**config.mk**
```make
export PLATFORM = sky130hd
export DESIGN_NAME = tdc_readout_seq
export DESIGN_NICKNAME = d
export VERILOG_FILES = /design/src/rtl/tdc_readout_pkg.sv /design/src/rtl/tdc_readout_obuf.sv /design/src/rtl/tdc_readout_seq.sv
export SDC_FILE = /design/constraint.sdc
export NUM_CORES = 1
export LEC_CHECK = 0
export ABC_AREA = 0
export CAP_MARGIN = 10
export CORE_MARGIN = 2
export CORE_UTILIZATION = 30
export DETAILED_ROUTE_END_ITERATION = 12
export GPL_ROUTABILITY_DRIVEN = 0
export GPL_TIMING_DRIVEN = 0
export PLACE_DENSITY_LB_ADDON = 0.12
export SYNTH_ARGS = -nofsm -noshare
export SYNTH_HDL_FRONTEND = slang
export SYNTH_SLANG_ARGS = --single-unit
export TNS_END_PERCENT = 100
```
**constraint.sdc**
```tcl
create_clock -name clk -period 3 [get_ports clk]
set_clock_uncertainty 0.1 [all_clocks]
set_input_delay 0.9 -clock clk [delete_from_list [all_inputs] [get_ports clk]]
set_output_delay 0.9 -clock clk [all_outputs]
set_load 0.02 [all_outputs]
```
**src/rtl/tdc_readout_pkg.sv**
```systemverilog
// Shared address map, frame length and sequencer state encoding for the TDC readout path.
// READOUT_CHECKSUM_EN adds the checksum state.
package tdc_readout_pkg;

   localparam int         NUM_BYTES      = 24;
   localparam logic [4:0] ADDR_FPGA      = 5'd0;
   localparam logic [4:0] ADDR_VER_BASE  = 5'd1;
   localparam logic [4:0] ADDR_PENC      = 5'd6;
   localparam logic [4:0] ADDR_CNTR_BASE = 5'd7;
   localparam logic [4:0] ADDR_DAC       = 5'd23;
   localparam logic [4:0] ADDR_LAST      = 5'd23;
   localparam logic [4:0] ADDR_IDLE      = 5'd31;

   typedef enum logic [1:0] {
      S_IDLE,
      S_RUN,
`ifdef READOUT_CHECKSUM_EN
      S_CSUM,
`endif
      S_DRAIN
   } seq_state_t;

endpackage

```
**src/rtl/tdc_readout_obuf.sv**
```systemverilog
// One-entry registered byte slot with sof/eof tags; 1-cycle load-to-output latency.
// Holds its contents while valid and not ready; free_o means a load may happen this cycle.
module tdc_readout_obuf (
   input  logic       clk,
   input  logic       rst,
   input  logic       load_i,
   input  logic [7:0] dat_i,
   input  logic       sof_i,
   input  logic       eof_i,
   input  logic       rdy_i,
   output logic       vld_o,
   output logic [7:0] dat_o,
   output logic       sof_o,
   output logic       eof_o,
   output logic       free_o
);

   logic       vld_q;
   logic [7:0] dat_q;
   logic       sof_q;
   logic       eof_q;

   // A held byte leaving this cycle frees the slot for a same-cycle refill.
   assign free_o = ~vld_q | rdy_i;

   always_ff @(posedge clk or posedge rst) begin
      if (rst) begin
         vld_q <= 1'b0;
         dat_q <= 8'h00;
         sof_q <= 1'b0;
         eof_q <= 1'b0;
      end else if (load_i) begin
         vld_q <= 1'b1;
         dat_q <= dat_i;
         sof_q <= sof_i;
         eof_q <= eof_i;
      end else if (vld_q && rdy_i) begin
         vld_q <= 1'b0;
      end
   end

   assign vld_o = vld_q;
   assign dat_o = dat_q;
   assign sof_o = sof_q;
   assign eof_o = eof_q;

endmodule

```
**src/rtl/tdc_readout_seq.sv**
```systemverilog
// Walks the TDC register map and streams the captured bytes as a framed valid/ready stream.
// 1-cycle capture-to-output; stalls address and slot under backpressure. READOUT_CHECKSUM_EN appends an XOR byte.
module tdc_readout_seq #(
   parameter int         NUM_BYTES = 24,
   parameter logic [4:0] IDLE_ADDR = 5'd31
) (
   input  logic       clk,
   input  logic       rst,
   input  logic       start,
   input  logic [7:0] data_in,
   input  logic       out_ready,
   output logic [4:0] addr,
   output logic [7:0] byte_out,
   output logic       byte_valid,
   output logic       byte_sof,
   output logic       byte_eof,
   output logic       busy,
   output logic       frame_done
);
   import tdc_readout_pkg::*;

   localparam logic [4:0] LAST_ADDR = 5'(NUM_BYTES - 1);

   seq_state_t state_q, state_d;
   logic [4:0] addr_q, addr_d;
   logic       frame_done_q, frame_done_d;
   logic       slot_free;
   logic       ld_vld;
   logic [7:0] ld_dat;
   logic       ld_sof;
   logic       ld_eof;
`ifdef READOUT_CHECKSUM_EN
   logic [7:0] csum_q, csum_d;
`endif

   always_comb begin
      state_d      = state_q;
      addr_d       = addr_q;
      frame_done_d = 1'b0;
      ld_vld       = 1'b0;
      ld_dat       = data_in;
      ld_sof       = 1'b0;
      ld_eof       = 1'b0;
`ifdef READOUT_CHECKSUM_EN
      csum_d       = csum_q;
`endif
      case (state_q)
         S_IDLE: begin
            addr_d = IDLE_ADDR;
            if (start) begin
               state_d = S_RUN;
               addr_d  = ADDR_FPGA;
`ifdef READOUT_CHECKSUM_EN
               csum_d  = 8'h00;
`endif
            end
         end
         S_RUN: begin
            if (slot_free) begin
               ld_vld = 1'b1;
               ld_sof = (addr_q == ADDR_FPGA);
`ifdef READOUT_CHECKSUM_EN
               csum_d = csum_q ^ data_in;
`endif
               if (addr_q == LAST_ADDR) begin
                  // Never step past the map: park on the no-select address.
                  addr_d = IDLE_ADDR;
`ifdef READOUT_CHECKSUM_EN
                  state_d = S_CSUM;
`else
                  ld_eof  = 1'b1;
                  state_d = S_DRAIN;
`endif
               end else begin
                  addr_d = addr_q + 5'd1;
               end
            end
         end
`ifdef READOUT_CHECKSUM_EN
         S_CSUM: begin
            if (slot_free) begin
               ld_vld  = 1'b1;
               ld_dat  = csum_q;
               ld_eof  = 1'b1;
               state_d = S_DRAIN;
            end
         end
`endif
         S_DRAIN: begin
            if (byte_valid && out_ready) begin
               frame_done_d = 1'b1;
               state_d      = S_IDLE;
            end
         end
         default: begin
            state_d = S_IDLE;
            addr_d  = IDLE_ADDR;
         end
      endcase
   end

   always_ff @(posedge clk or posedge rst) begin
      if (rst) begin
         state_q      <= S_IDLE;
         addr_q       <= IDLE_ADDR;
         frame_done_q <= 1'b0;
      end else begin
         state_q      <= state_d;
         addr_q       <= addr_d;
         frame_done_q <= frame_done_d;
      end
   end

`ifdef READOUT_CHECKSUM_EN
   always_ff @(posedge clk or posedge rst) begin
      if (rst) csum_q <= 8'h00;
      else     csum_q <= csum_d;
   end
`endif

   tdc_readout_obuf u_obuf (
      .clk    (clk),
      .rst    (rst),
      .load_i (ld_vld),
      .dat_i  (ld_dat),
      .sof_i  (ld_sof),
      .eof_i  (ld_eof),
      .rdy_i  (out_ready),
      .vld_o  (byte_valid),
      .dat_o  (byte_out),
      .sof_o  (byte_sof),
      .eof_o  (byte_eof),
      .free_o (slot_free)
   );

   assign addr       = addr_q;
   assign busy       = (state_q != S_IDLE);
   assign frame_done = frame_done_q;

endmodule
```
[Yosys cells after proc, flatten, opt, wreduce, memory -nomap -nowiden]
Index checks and enable logic that the tools add are counted.
Cells by class
  $add $sub $neg: 1
  equal/unequal tests: 7
  mux-type cells: 20
  bitwise operators: 3
  reduce and logical (&&, ||, !) cells: 7
Operators with widths (number)
  $mux 5: 3
  $pmux 5 s3: 1
  $mux 1: 11
  $mux 2: 4
  $ne 2x2->1 const B: 4
  $pmux 2 s3: 1
  $add 5x1->5 const B: 1
  $eq 5x5->1 const B: 1
  $logic_not 5->1: 1
  $reduce_and 4->1: 1
  $reduce_bool 2->1: 2
  $eq 2x1->1 const B: 1
  $eq 2x2->1 const B: 1
  $logic_not 2->1: 1
  $not 1->1: 2
  $reduce_and 2->1: 1
  $logic_and 1x1->1: 1
  $or 1x1->1: 1
Word-level totals
  register bits: 19
  bits of input ports: 12
  output and inout port bits: 18

[Longest topological paths before layout]
  word-level depth: 5
  depth in mapped cells: 4
  mapped depth without buffers: 4

[Modules after synthesis]
A second synthesis with hierarchy kept.
Unflattened totals
  cells, all modules: 82
  area total of the unflattened synthesis: 1009.7 sq um
By module, submodules not included
  tdc_readout_seq: instances 1, cells an instance 57, area an instance 560.5 sq um, sequential area each 206.4 sq um
  tdc_readout_obuf: instances 1, cells an instance 25, area an instance 449.2 sq um, sequential area each 275.3 sq um

[Worst setup path after synthesis]
Ideal clock, no wire load.
  path kind: register -> output
  from: register state_q[0]
  to: output port busy
  arrival time: 0.878 ns
  setup slack: 1.122 ns
  stages on the path, launching flop included: 3
  cell sequence: dfrtp_1 > buf_6 > or2_2
Between the ends
  longest elaborated chain between the ends: 1
Ends and longest elaborated chain
  start, declared: RTL line tdc_readout_seq.sv:24  | seq_state_t state_q, state_d;
  start signal, assigned: RTL line tdc_readout_seq.sv:108  | state_q <= state_d;
  $reduce_bool 2->1: RTL line tdc_readout_seq.sv:137  | assign busy = (state_q != S_IDLE);
  end, declared: RTL line tdc_readout_seq.sv:17  | output logic busy,
No other way between the ends.

[Final worst setup path]
Same ends and word-level chain as after synthesis.

==> impl_metrics.csv <==
group,metric,value,unit
outcome,outcome,"completed",
finish,fin_util,43.8,%
worst_setup_path,required,2.00,ns
global_route,antenna_found_initial,0,
logic_synthesis,synth_compound_area_share,14.6,%
power,switching_power,593,uW
finish,final_common_cell,"clkdlybuf4s50_1",
power,pwr-share-clk,8.5,%
worst_setup_path,cp_slowest_cell,"clkdlybuf4s50_1",
timing,rsz0062_at_grt,"false",
logic_synthesis,synth-edff-count,0,
global_route,grt_start_max_net_pins,20,
power,p_leak,0.604,nW
clock_tree,cts_made_buffers,3,
finish,multiInputGateArea,468,sq um
timing,slew_viol_final,0,
clock_tree,ctsHtreeMaxLevel,1,
logic_synthesis,synth_top_family_by_area,"simple AND/OR/NAND/NOR gates",
timing,hold_viol,0,
logic_synthesis,ys_seq_elements,19,
logic_synthesis,ys_dominant_reg_cell,"dfrtp_1",
logic_synthesis,syn_area_per_cell,12.7,sq um
floorplan,rows,20,
clock_tree,cts_setup_buffers,0,
floorplan,die_x,61.4,um
finish,mostFrequentLayoutCells,"clkdlybuf4s50_1, dfrtp_1, mux2_4, a21oi_1, dfstp_2",
logic_synthesis,syn_inst,78,
placement,placed_area,1330,sq um
detailed_routing,drc,0,
finish,regArea,482,sq um
global_route,grt_pass1_vias,748,
logic_synthesis,yosysWarningCount,0,
min_path,hold_class,"register to register",
placement,numPortBuffers,29,
clock_tree,root_buffer,"clkbuf_4",
detailed_routing,finalWirelength,2090,um
detailed_routing,first_pass_iters,2,
worst_setup_path,crit_chain,"buf_6 -> or2_2 -> clkdlybuf4s50_1",
power,pwr-share-comb,57.5,%
detailed_routing,wl_per_cell,13.5,um
global_route,grt_util_all_layers,12.9,%
timing,tightest_slew,0.702,ns
worst_setup_path,worst_path_largest_cell_delay,0.54,ns
floorplan,die_area,3770,sq um
floorplan,die_height,61.4,um
worst_setup_path,crit_arrival,1.70,ns
power,power_density,1110,nW/um^2
worst_setup_path,cp_max_fo,10,
detailed_routing,drt_iter0_markers,30,
logic_synthesis,syn-num-nets,92,
clock_tree,insertion_delay,0.30,ns
min_path,worstHoldPathCells,1,
timing,relSlewSlack,53.1,%
logic_synthesis,muxShareOfSynthArea,14.8,%
finish,n_antenna_cell,0,
floorplan,start_util,31.8,%
timing,worst_slack,0.296,ns
worst_setup_path,crit_path_end_kind,"output port",
finish,fillers,315,
power,p_seq_share,34.1,%
logic_synthesis,synth.distinct_cells,35,
logic_synthesis,seq_area_frac_synth,48.8,%
clock_tree,cts_tree,"built",
timing,layout_min_cycle_time,2.70,ns
worst_setup_path,critPathKind,"register to output port",
worst_setup_path,cp_num_buf_inv,2,
clock_tree,clk_pin_slew,0.12,ns
placement,post-place-ws,0.540,ns
logic_synthesis,synth_area,987,sq um
power,p_total,1.51,mW
timing,max_freq,0.370,GHz
detailed_routing,drtAntennaViolNets,0,
finish,design_area,1360,sq um
global_route,grt_pass1_wl,3520,um
logic_synthesis,async_flop_share,100,%
detailed_routing,vias_per_cell,4.79,
power,ir_drop,0.487,mV
timing,fin_setup_tns,0,ns
worst_setup_path,critPathLaunchType,"register",
worst_setup_path,cp_top_family,"buffers and inverters",
job,cap_violations,0,
timing,finalSetupViolCount,0,
logic_synthesis,synth_xor_area_share,0,%
worst_setup_path,path_depth,3,
logic_synthesis,synthAdderAreaFrac,2.53,%
finish,syn2layout_area_growth,37.8,%
clock_tree,cts.sinks,19,
floorplan,io_pins,30,
finish,drive_above_1_share,24.3,%
timing,finalCritPeriodShare,90.1,%
power,power_switching_share,39.4,%
placement,dpl.hpwl,1510,um
power,p_int,912,uW
clock_tree,cts_resized,0,
clock_tree,holdBufCountCts,0,
detailed_routing,num_vias,743,
logic_synthesis,synthSimpleGateAreaFrac,15.5,%
global_route,overflow,0,
floorplan,core_area,3100,sq um
worst_setup_path,r2r_cells,4,
finish,final_nets,126,
clock_tree,cts_buffer_depth,2,
## state kept, by name, summed over array words and instances, names as in the netlist
name,flops
u_obuf.dat_o,8
addr,5
state_q,2
frame_done,1
u_obuf.eof_o,1
u_obuf.sof_o,1
u_obuf.vld_o,1
## routing by layer
| layer | share of wire [%] | vias to the layer above | global-route usage [%] |
|---|---|---|---|
| met3 | 3.8 | 2 | 4.41 |
| met1 | 48 | 375 | 17.7 |
| li1 | - | 353 | - |
| met2 | 47 | 13 | 19.5 |
| met4 | 0.67 | 0 | 3.65 |
| met5 | 0 | - | 0 |
## power groups by stage
stage	Clock, mW	Sequential, mW	Combinational (mW)
6_report	0.128	0.513	0.865
5_1_grt	0.147	0.536	0.944
4_1_cts	0.136	0.513	0.877
3_5_place_dp	0	0.518	0.868
3_3_place_gp	0	0.513	0.867
2_1_floorplan	0	0.619	0.445
## stage by stage
step           instances  hold slack, ns
2_1_floorplan         78           0.440
3_3_place_gp         151           0.396
3_5_place_dp         151           0.397
4_1_cts              155           0.424
5_1_grt              155           0.438
6_report             155           0.421
## kinds of logic after synthesis
group | after synthesis
AOI/OAI and AO/OA | 20
adders and majority gates | 2
buffers and inverters | 6
DFF | 19
muxes | 10
and+or+nand+nor | 21
## layout make-up
| type | count | share of cell area, % |
|---|---|---|
| clock inverters | 1 | 0.368 |
| well taps | 44 | 4.05 |
| multi-input cells | 53 | 34.4 |
| clock buffers | 3 | 1.66 |
| inverters | 4 | 1.10 |
| repair buffers | 29 | 21.3 |
| plain buffers | 2 | 1.66 |
| flip-flops and latches | 19 | 35.4 |
## Yosys cell counts (2+ instances only)
cell type | n | share of area (%)
a21oi_1 | 7 | 3.5
dfrtp_1 | 14 | 35
nor3_1 | 2 | 1.0
o21ai_0 | 2 | 1.0
mux2_4 | 9 | 14
inv_1 | 4 | 1.5
a211oi_1 | 2 | 1.5
ha_1 | 2 | 2.5
buf_6 | 2 | 2.3
a221oi_1 | 2 | 1.8
nand2_1 | 3 | 1.1
nor2_1 | 2 | 0.76
dfstp_2 | 5 | 13
## path summary, 6_finish.rpt
path / slack [ns] / endpoint / start
setup reg to reg: 1.36 / addr[1] / addr[0]
hold / removal: 0.42 / u_obuf.eof_o / u_obuf.eof_o
setup / recovery: 0.30 / busy / state_q[0]
max in group asynchronous: 1.45 / u_obuf.sof_o / rst
min in group asynchronous: 0.89 / u_obuf.dat_o[4] / rst
hold reg to reg: 0.42 / u_obuf.eof_o / u_obuf.eof_o
Note: power is estimated with default switching activity, not from simulation.
==> RTL change 1, RTL diff (same flow settings) <==
Re-encode `seq_state_t` (3 states) as one-hot, 3 bits wide.
--- a/src/rtl/tdc_readout_pkg.sv
+++ b/src/rtl/tdc_readout_pkg.sv
@@ -11,13 +11,13 @@
    localparam logic [4:0] ADDR_LAST      = 5'd23;
    localparam logic [4:0] ADDR_IDLE      = 5'd31;
 
-   typedef enum logic [1:0] {
-      S_IDLE,
-      S_RUN,
+   typedef enum logic [2:0] {
+      S_IDLE  = 3'b001,
+      S_RUN   = 3'b010,
 `ifdef READOUT_CHECKSUM_EN
       S_CSUM,
 `endif
-      S_DRAIN
+      S_DRAIN = 3'b100
    } seq_state_t;
 
 endpackage
Function: same outputs for any inputs over 10 cycles, from zero or initial values and one cycle with rst high; not proved beyond that.
==> RTL change 1 against the original RTL <==
- synthesized area increased by 4.4%
- via count is 3.0% higher
- design area increased by 5.2%
- power decreased by 1.3%
- worst setup slack got worse by 180 ps
- sequential cell count increased by 1
- fmax decreased by 6.2%
- routed wire length is 0.67% higher
- largest power group unchanged
==> RTL change 1: results (changes against the original RTL) <==
INFO  metric dp.final_hpwl = 1.46 mm (-3.7%)
INFO  metric power.static_leakage = 0.000613 uW (+1.4%)
INFO  metric share_of_post_route_cells_with_drive_strength_above_1 = 24.6% (+0.25 points)
INFO  metric clkSlewWorstSetupHoldPaths = 130 ps
INFO  metric layout.filler_cells = 343 (+8.9%)
INFO  metric internal_power = 937 uW (+2.7%)
INFO  metric area_share_clock_buf_inv = 3.67% (+1.6 points)
INFO  metric crit_start = state_q[0]$_DFFE_PP1P_
INFO  metric synth.distinct_cells = 31 (-11%)
INFO  metric dpl_cell_area = 0.00138 mm2 (+3.5%)
INFO  metric rrSetupSlack = 1220 ps (-140 ps)
INFO  metric largest_register_ffs = 8 (unchanged)
INFO  metric antenna_violations_before_repair = 0 (unchanged)
INFO  metric worstPathArrival = 1880 ps (+180 ps)
INFO  metric power_frac_clock = 15.3% (+6.8 points)
INFO  metric worst_path_max_delay_cell = dfstp_2
INFO  metric worst_slew_margin_rel = 48.7% (-4.4 points)
INFO  metric synth_top_cells_by_area = dfrtp_1 34%, dfstp_2 15%, mux2_4 15%
INFO  metric timing.hold.worst_path_depth = 1 (unchanged)
INFO  metric drt_iter0_drc = 20 (-33%)
INFO  metric critical_path_class = flip-flop to output port
INFO  metric fin_nets = 133 (+5.6%)
INFO  metric proportion_of_cell_area_occupied_by_multi_input_gates = 34.9% (+0.47 points)
INFO  metric placementRows = 21 (+5.0%)
INFO  metric path_max_fanout = 5 (-5)
INFO  metric maximum_ir_drop_on_the_vdd_rail = 428 uV (-12%)
INFO  metric run_status = finished, final reports clean
INFO  metric grt_pass1_vias = 774 (+3.5%)
INFO  metric reg2reg_to = addr[2]$_DFFE_PP1P_
INFO  metric count_of_buffers_added_by_post_cts_timing_repair_for_setup = 0 (unchanged)
INFO  metric hold_start = u_obuf.dat_o[4]$_DFFE_PP0P_
INFO  metric synth_top_cells_by_count = 14 x dfrtp_1, 10 x mux2_4, 9 x nor2_1
INFO  metric aggregate_global_route_resource_usage = 11.9% (-0.99 points)
INFO  metric synth_sequential_area_ratio = 49.3% (+0.48 points)
INFO  metric cp_slowest_stage_delay = 580 ps (+40 ps)
INFO  metric area.sequential = 508 um2 (+5.5%)
INFO  metric holdPathEnd = u_obuf.dat_o[4]$_DFFE_PP0P_
INFO  metric n_multi_input_combinational_cell = 59 (+11%)
INFO  metric grt_pass1_wl = 3.69 mm (+4.9%)
INFO  metric buffer_area_share = 20.9% (-2.1 points)
INFO  metric via_per_inst = 4.66 (-2.7%)
INFO  metric multiInputGateArea = 499 um2 (+6.7%)
INFO  metric drt_pass1_iterations = 2 (unchanged)
INFO  metric hold_slack = 423 ps (+1.16 ps)
INFO  metric hp-class = flip-flop to flip-flop
INFO  metric synth_fp_nets = 99 (+7.6%)
INFO  metric cts.sinks = 20 (+1)
INFO  metric reg2regPathDepth = 5 (+1)
INFO  metric power.share.sequential = 34.0% (about the same)
INFO  metric grt_start_max_net_pins = 21 (+5.0%)
INFO  metric clockBufferDepth = 2 (unchanged)
INFO  metric route.final.wire_length = 2.11 mm (+0.67%)
[RTL change 1: per-stage QoR]
step	setup slack, ps	total power [uW]	std cells
global route	40.4	1590	164
global placement	475	1270	160
floorplan	956	981	85
detailed placement	474	1270	160
finish	119	1490	164
CTS	96.2	1500	164
[RTL change 1: layer usage]
layer  vias to the layer above  global-route usage, %  wire length (um)
li1                        374                      -                 -
met1                       366                   16.5              1020
met3                         2                   2.88               120
met5                         -                      0                 0
met4                         0                   5.00                19
met2                        23                   17.7               947
[RTL change 1: kinds of logic (layout without fill, tap and decap cells)]
| group | count (synthesis) | count (layout) | share of synthesized area, % |
|---|---|---|---|
| adders and majority gates | 2 | 2 | 2.43 |
| DFF | 20 | 20 | 49.3 |
| muxes | 10 | 10 | 14.6 |
| and+or+nand+nor | 28 | 28 | 18.4 |
| AOI/OAI and AO/OA | 19 | 19 | 13.0 |
| buffers and inverters | 6 | 39 | 2.30 |
==> RTL change 2, RTL diff (same settings) <==
Without the edit above. Add a define of `READOUT_CHECKSUM_EN`.
--- a/src/rtl/tdc_readout_pkg.sv
+++ b/src/rtl/tdc_readout_pkg.sv
@@ -1,5 +1,7 @@
 // Shared address map, frame length and sequencer state encoding for the TDC readout path.
 // READOUT_CHECKSUM_EN adds the checksum state.
+`define READOUT_CHECKSUM_EN
+
 package tdc_readout_pkg;
 
    localparam int         NUM_BYTES      = 24;
Behaviour: same outputs for any inputs over 10 cycles, from zero or initial values and one cycle with rst high; that may be too few to reach the edited logic, so the function may still have changed.
==> RTL change 2 against the original RTL <==
- synthesized area rose by 49%
- non-clock buffer count rose by 7
- largest cell class is now multi-input gates
- worst setup slack improved by 31 ps
- die area rose by 45%
- power rose by 55%
- highest routed layer unchanged
- sequential cell count rose by 8
- routed wire length rose by 60%
- design area rose by 41%
==> RTL change 2: results (changes against the original RTL) <==
INFO  metric aggregate_global_route_resource_usage = 12.9% (about the same)
INFO  metric count_of_buffers_added_by_post_cts_timing_repair_for_setup = 0 (unchanged)
INFO  metric route.final.wire_length = 3.34 mm (+60%)
INFO  metric post_cts_resized = 0 (unchanged)
INFO  metric synth_async_sr_flop_share = 100% (unchanged)
INFO  metric hold_slack = 395 ps (-26.9 ps)
INFO  metric drt_pass1_iterations = 5 (+3)
INFO  metric maximum_ir_drop_on_the_vdd_rail = 545 uV (+12%)
INFO  metric yosys.area_share.adder = 5.12% (+2.6 points)
INFO  metric grt_pass1_vias = 1061 (+42%)
INFO  metric yosys_warnings = 0 (unchanged)
INFO  metric worstPathArrival = 1670 ps (-30 ps)
INFO  metric run_status = finished, final reports clean
INFO  metric placement.io_buffers = 29 (unchanged)
INFO  metric dpl_cell_area = 0.00184 mm2 (+38%)
INFO  metric synth_top_cells_by_area = dfrtp_1 38%, dfstp_2 9.0%, mux2i_1 6.1%
INFO  metric synth_fp_nets = 159 (+73%)
INFO  metric via_per_inst = 4.66 (-2.8%)
INFO  metric cts_buffers = 3 (unchanged)
INFO  metric clockBufferDepth = 2 (unchanged)
INFO  metric drt_iter0_drc = 43 (+43%)
INFO  metric share_of_post_route_cells_with_drive_strength_above_1 = 14.3% (-10 points)
INFO  metric rrSetupSlack = 1020 ps (-340 ps)
INFO  metric worstSkewPairLatency = 280 ps (-20 ps)
INFO  metric root_buffer = clkbuf_8
INFO  metric power.static_leakage = 0.000810 uW (+34%)
INFO  metric fin_nets = 194 (+54%)
INFO  metric worst_slew_margin_rel = 48.8% (-4.4 points)
INFO  metric grt_start_max_net_pins = 28 (+40%)
INFO  metric grt_pass1_wl = 5.22 mm (+48%)
INFO  metric synth_top_cells_by_count = 22 x dfrtp_1, 18 x nor2_1, 15 x a21oi_1
INFO  metric synth_xor_area_share = 4.78% (+4.8 points)
INFO  metric timing.hold.worst_path_depth = 1 (unchanged)
INFO  metric dp.final_hpwl = 2.23 mm (+47%)
INFO  metric reg2regPathDepth = 7 (+3)
INFO  metric path_max_fanout = 5 (-5)
INFO  metric antenna-diode-count = 0 (unchanged)
INFO  metric clkSlewWorstSetupHoldPaths = 110 ps
INFO  metric cp_slowest_stage_delay = 600 ps (+60 ps)
INFO  metric synth_compound_area_share = 9.98% (-4.6 points)
INFO  metric synth.mux.area_fraction = 7.94% (-6.9 points)
INFO  metric synth.distinct_cells = 34 (-2.9%)
INFO  metric synth_sequential_area_ratio = 46.5% (-2.3 points)
==> RTL change 2: cell count changes in the layout (fill, tap and decap cells not counted), sizes merged, moves of 4 or more <==
cell   before  now
nand4       0   10
ha          2    6
mux2       10    2
xor2        0    8
buf         2    8
mux2i       0    9
a21oi       7   16
inv         4    8
nor2        3   18
dfrtp      14   22
==> RTL change 2: final cells by class <==
type | instances | area (um2)
clock buffer | 3 | 41.3
clock inverter | 1 | 7.51
timing repair buffer | 30 | 318
buffer | 8 | 66.3
fill | 470 | 2810
sequential | 27 | 682
multi-input combinational | 98 | 688
inverter | 8 | 30.0
tap | 67 | 83.8
==> RTL change 2: worst paths after layout <==
| kind | startpoint | to |
|---|---|---|
| max | state_q[0]$_DFFE_PP0P_ | busy |
| min | u_obuf.eof_o$_DFFE_PP0P_ | u_obuf.eof_o$_DFFE_PP0P_ |
| max reg2reg | state_q[1]$_DFFE_PP0P_ | state_q[1]$_DFFE_PP0P_ |
| min reg2reg | u_obuf.eof_o$_DFFE_PP0P_ | u_obuf.eof_o$_DFFE_PP0P_ |
| max in group asynchronous | rst | csum_q[5]$_DFFE_PP0P_ |
| min in group asynchronous | rst | csum_q[2]$_DFFE_PP0P_ |
==> RTL change 2: power breakdown <==
part	total, uW	internal [uW]	leakage, uW	switching, uW
Combinational	1390	642	0.000475	748
Sequential	724	577	0.000314	147
Clock	215	94.4	0.0000217	121
Total	2330	1310	0.000810	1020
==> RTL change 2: stage by stage <==
step,std cells,setup WS [ps]
CTS,241,318
floorplan,141,1050
global route,242,190
detailed placement,237,380
global placement,237,398
finish,242,328
==> RTL change 2: per-layer routing <==
metal  GRT usage (%)  routed length [um]
met4            5.05                  22
met1            17.9                1630
met3            2.06                 172
met5               0                   0
met2            20.1                1510
